File: src/rtl/rvx_rr_grant_arbiter_pkg.sv
// Shared definitions for the round-robin grant arbiter: state encoding and
// the mask/encode helpers used to build the rotating priority.
package rvx_rr_grant_arbiter_pkg;

    // Helpers work on a fixed wide vector; callers cast down to NUM_REQ bits.
    localparam int RR_MAX_REQ = 64;

    typedef enum logic {
        RR_ST_IDLE    = 1'b0,
        RR_ST_GRANTED = 1'b1
    } rr_state_e;

    // Thermometer mask with every bit strictly above idx set.
    function automatic logic [RR_MAX_REQ-1:0] rr_mask_above(input int idx);
        logic [RR_MAX_REQ-1:0] m;
        for (int i = 0; i < RR_MAX_REQ; i++) begin
            m[i] = (i > idx);
        end
        return m;
    endfunction

    // One-hot to binary; a zero vector encodes to 0.
    function automatic int rr_onehot_to_idx(input logic [RR_MAX_REQ-1:0] vec);
        int r;
        r = 0;
        for (int i = 0; i < RR_MAX_REQ; i++) begin
            if (vec[i]) r = i;
        end
        return r;
    endfunction

endpackage

File: src/rtl/rvx_first_one_select.sv
// Combinational first-set selector: keeps only the lowest set bit of vec.
module rvx_first_one_select #(
    parameter int WIDTH = 4
) (
    input  logic [WIDTH-1:0] vec,
    output logic [WIDTH-1:0] onehot
);

    // Two's-complement trick isolates the lowest set bit.
    assign onehot = vec & (~vec + WIDTH'(1));

endmodule

File: src/rtl/rvx_rr_grant_arbiter.sv
// Registered round-robin arbiter with grant hold, release handshake and an
// optional hold-timeout watchdog that forcibly revokes a stuck owner.
module rvx_rr_grant_arbiter
    import rvx_rr_grant_arbiter_pkg::*;
#(
    parameter int NUM_REQ  = 4,
    parameter int IDX_W    = (NUM_REQ > 1) ? $clog2(NUM_REQ) : 1,
    parameter int MAX_HOLD = 0,
    parameter int CNT_W    = 16
) (
    input  logic               clk,
    input  logic               rstnn,
    input  logic [NUM_REQ-1:0] req,
    input  logic               release_req,
    output logic [NUM_REQ-1:0] grant,
    output logic               grant_valid,
    output logic [IDX_W-1:0]   grant_idx,
    output logic               timeout
);

    localparam logic [CNT_W-1:0] HOLD_LAST = CNT_W'((MAX_HOLD > 0) ? MAX_HOLD - 1 : 0);
    localparam logic [IDX_W-1:0] IDX_RESET = IDX_W'(NUM_REQ - 1);

    rr_state_e          state;
    logic [IDX_W-1:0]   last_idx;
    logic [CNT_W-1:0]   hold_cnt;

    logic [NUM_REQ-1:0] above_mask;
    logic [NUM_REQ-1:0] masked;
    logic [NUM_REQ-1:0] sel_masked;
    logic [NUM_REQ-1:0] sel_raw;
    logic [NUM_REQ-1:0] sel;
    logic [IDX_W-1:0]   sel_idx;
    logic               hold_expired;

    assign above_mask = NUM_REQ'(rr_mask_above(int'(last_idx)));
    assign masked     = req & above_mask;

    rvx_first_one_select #(.WIDTH(NUM_REQ)) u_sel_masked (
        .vec    (masked),
        .onehot (sel_masked)
    );

    rvx_first_one_select #(.WIDTH(NUM_REQ)) u_sel_raw (
        .vec    (req),
        .onehot (sel_raw)
    );

    // Nothing above the pointer requesting means wrap and search from bit 0.
    assign sel     = (|masked) ? sel_masked : sel_raw;
    assign sel_idx = IDX_W'(rr_onehot_to_idx(RR_MAX_REQ'(sel)));

    assign hold_expired = (MAX_HOLD != 0) && (hold_cnt == HOLD_LAST);

    always_ff @(posedge clk or negedge rstnn) begin
        if (!rstnn) begin
            state       <= RR_ST_IDLE;
            grant       <= '0;
            grant_valid <= 1'b0;
            grant_idx   <= '0;
            timeout     <= 1'b0;
            last_idx    <= IDX_RESET;
            hold_cnt    <= '0;
        end else begin
            timeout <= 1'b0;
            case (state)
                RR_ST_IDLE: begin
                    if (|req) begin
                        state       <= RR_ST_GRANTED;
                        grant       <= sel;
                        grant_valid <= 1'b1;
                        grant_idx   <= sel_idx;
                        hold_cnt    <= '0;
                    end
                end
                RR_ST_GRANTED: begin
                    // Release wins over a coincident timeout, so no pulse then.
                    if (release_req || hold_expired) begin
                        state       <= RR_ST_IDLE;
                        grant       <= '0;
                        grant_valid <= 1'b0;
                        grant_idx   <= '0;
                        last_idx    <= grant_idx;
                        timeout     <= !release_req;
                    end else if (hold_cnt != '1) begin
                        hold_cnt <= hold_cnt + CNT_W'(1);
                    end
                end
                default: state <= RR_ST_IDLE;
            endcase
        end
    end

endmodule
File: config.mk
export PLATFORM = sky130hd
export DESIGN_NAME = rvx_rr_grant_arbiter
export DESIGN_NICKNAME = d
export VERILOG_FILES = /design/src/rtl/rvx_rr_grant_arbiter_pkg.sv /design/src/rtl/rvx_first_one_select.sv /design/src/rtl/rvx_rr_grant_arbiter.sv
export SDC_FILE = /design/constraint.sdc
export NUM_CORES = 1
export LEC_CHECK = 0
export ABC_AREA = 1
export BUFFER_PORTS_ARGS = -buffer_cell sky130_fd_sc_hd__buf_2
export CAP_MARGIN = 20
export CORE_AREA = 4 4 41 43
export DETAILED_ROUTE_END_ITERATION = 16
export DIE_AREA = 0 0 45 47
export MAX_ROUTING_LAYER = met4
export PLACE_DENSITY = 0.71
export SKIP_LAST_GASP = 1
export SYNTH_ARGS = -nofsm -noshare
export SYNTH_HDL_FRONTEND = slang
export SYNTH_HIERARCHICAL = 1
export SYNTH_SLANG_ARGS = --single-unit
File: constraint.sdc
create_clock -name clk -period 3.3 [get_ports clk]
set_input_delay 0.66 -clock clk [delete_from_list [all_inputs] [get_ports clk]]
set_output_delay 0.66 -clock clk [all_outputs]
set_load 0.02 [all_outputs]
==> impl_metrics.ini <==
[critical_path]
setup.worst_path.end_class = primary output
path_class = flop to primary output
cell_at_the_slowest_stage_of_the_critical_path = sky130_fd_sc_hd__dfrtp_1
crit_family = flip-flops
maximum_cell_stage_delay_along_the_critical_path_ns = 0.40
timing.critical_path.from_type = flop
crit_arrival_ns = 0.84
path_buf_inv = 1
critPathRequiredTime_ns = 2.64
worstPathCellList = buf_2
crit_fanout = 3

[floorplanning]
core_area_um2 = 1300
initial_utilization_pct = 47.9
chipWidth_um = 45
dieArea_um2 = 2120
floorplan.rows = 13
die_h_um = 47
io_pins = 15

[timing]
totalNegativeSetupSlack_ns = 0
final.setup.worst_slack_ns = 1.80
layout_min_cycle_time_ns = 1.50
final_hold_viol_count = 0
rsz0062_at_grt = no
finalSetupViolCount = 0
fmax_mhz = 667
drv_slew = 0
timing.clock.skew_ns = 0.0129
post_route_fraction_of_the_period_consumed_by_the_critical_path_pct = 45.4

[routing]
first_pass_iters = 4
finalWirelength_um = 1250
detail_route.wl_per_cell_um = 10.5
drtIter0Drc = 9
remaining_drc_errors = 0
route.detailed.vias_per_inst = 4.59
vias = 551
final_antenna_net_count = 0

[place]
place_hpwl_um = 982
gp_congestion = 0.831
place.port_buffers = 13
numPlacedInstances = 116
placement.setup.worst_slack_ns = 1.72

[grt]
grt-ovfl-total = 0
wire_length_of_the_first_global_routing_pass_um = 2060
global_route.usage.total_pct = 14.7
number_of_antenna_violations_at_the_first_check_in_global_routing = 0
grt_max_degree = 11
vias_in_the_first_global_route = 506

[clock_network]
buffers_inserted_during_post_cts_setup_optimization = 0
numCtsBuffers = 3
clock_tree.root_cell = sky130_fd_sc_hd__clkbuf_4
cts_tree = done
cts-htree-levels = 1
cts.path.max_buffers = 2
worstSkewPairLatency_ns = 0.27
clk_transition_reported_paths_ns = 0.07
holdBufCountCts = 0
cts_resized = 0
clock_sinks = 10

[synthesis]
synthDistinctLibCells = 17
synth.yosys.warnings = 6
mappedNetlistArea_um2 = 623
synth.yosys.seq_area_share_pct = 40.6
ys_ff_latch = 10
post_synthesis_instance_total = 88
synth.avg_cell_area_um2 = 7.08

[finish]
final_cell_count_no_fill = 120
fin_nets = 113
n_antenna_cell = 0
layout-drive-gt1-share_pct = 31.4
layout_commonest_cell = sky130_fd_sc_hd__nand2_1
areaGrowthSynthToFinish_pct = 17.5
final_cell_mix = 28 x sky130_fd_sc_hd__nand2_1, 14 x sky130_fd_sc_hd__inv_1, 13 x sky130_fd_sc_hd__buf_2

[run_status]
outcome = completed

[power_and_ir_drop]
p_per_area_nw_per_um2 = 845
vdd_drop_max_mv = 0.419
leakage_nw = 0.422

[flow_run]
max_cap_violation_count = 0

[min_path]
holdCritPathClass = primary input to async pin
==> cells in the mapped netlist <==
master | number | area share [%]
sky130_fd_sc_hd__inv_1 | 14 | 8.4
sky130_fd_sc_hd__inv_2 | 4 | 2.4
sky130_fd_sc_hd__conb_1 | 1 | 0.60
sky130_fd_sc_hd__nor2_1 | 7 | 4.2
sky130_fd_sc_hd__nand3_1 | 3 | 2.4
sky130_fd_sc_hd__a31oi_1 | 1 | 1.0
sky130_fd_sc_hd__nor2_4 | 1 | 1.8
sky130_fd_sc_hd__buf_4 | 3 | 3.6
sky130_fd_sc_hd__nand4_1 | 3 | 3.0
sky130_fd_sc_hd__dfstp_2 | 2 | 8.4
sky130_fd_sc_hd__dfrtp_1 | 8 | 32
sky130_fd_sc_hd__a21oi_4 | 1 | 2.6
sky130_fd_sc_hd__nand3_2 | 2 | 3.2
sky130_fd_sc_hd__nor2_2 | 2 | 2.0
sky130_fd_sc_hd__nand2_2 | 4 | 4.0
sky130_fd_sc_hd__o21ai_1 | 4 | 3.2
sky130_fd_sc_hd__nand2_1 | 28 | 17
==> area by class of cell <==
type	count	area [um^2]
fillers	136	569
repair buffers	13	65.1
multi-input cells	60	292
inverters	18	67.6
flip-flops and latches	10	253
well taps	15	18.8
clock buffers	4	36.3
==> report_power, final <==
| part | internal (mW) | switching, mW |
|---|---|---|
| clock network | 0.0669 | 0.0433 |
| registers | 0.184 | 0.0364 |
| logic | 0.0930 | 0.195 |
| total | 0.344 | 0.275 |
==> cells by family after synthesis <==
kind of cell,count (synthesis),synth area share [%]
AOI/OAI and AO/OA,6,6.83
buffers and inverters,21,14.5
DFF,10,40.6
other,1,0.602
and+or+nand+nor,50,37.5
==> per-layer routing <==
layer,GRT usage [%],vias to the layer above,wire [um]
li1,-,292,-
met1,14.8,245,519
met2,24.9,12,650
met3,6.90,2,75
met4,5.26,0,10
met5,-,-,0
==> final timing paths <==
check | startpoint | endpoint | slack, ns | cells after the start
setup / recovery | grant_idx[0] | grant_idx[0] | 1.80 | 1
hold / removal | rstnn | grant[0] | 0.24 | 1
setup reg to reg | last_idx[1] | grant_idx[0] | 1.90 | 12
hold reg to reg | grant[1] | grant[1] | 0.48 | 2
max in group asynchronous | rstnn | last_idx[1] | 2.81 | 1
min in group clk | grant[1] | grant[1] | 0.48 | 2
==> flip-flops by register name, summed over array words and instances, names as in the netlist <==
name	flops
grant	4
state	1
grant_idx	2
last_idx	2
grant_valid	1
==> stage by stage <==
stage / area [um^2] / util, % / hold slack [ns] / total power, mW
global route: 732 / 56.3 / 0.227 / 0.674
CTS: 732 / 56.3 / 0.238 / 0.626
detailed placement: 696 / 53.5 / 0.465 / 0.512
finish: 732 / 56.3 / 0.235 / 0.619
global placement: 696 / 53.5 / 0.463 / 0.503
floorplan: 634 / - / 0.364 / 0.431
Power figures use the tool's default switching activity.
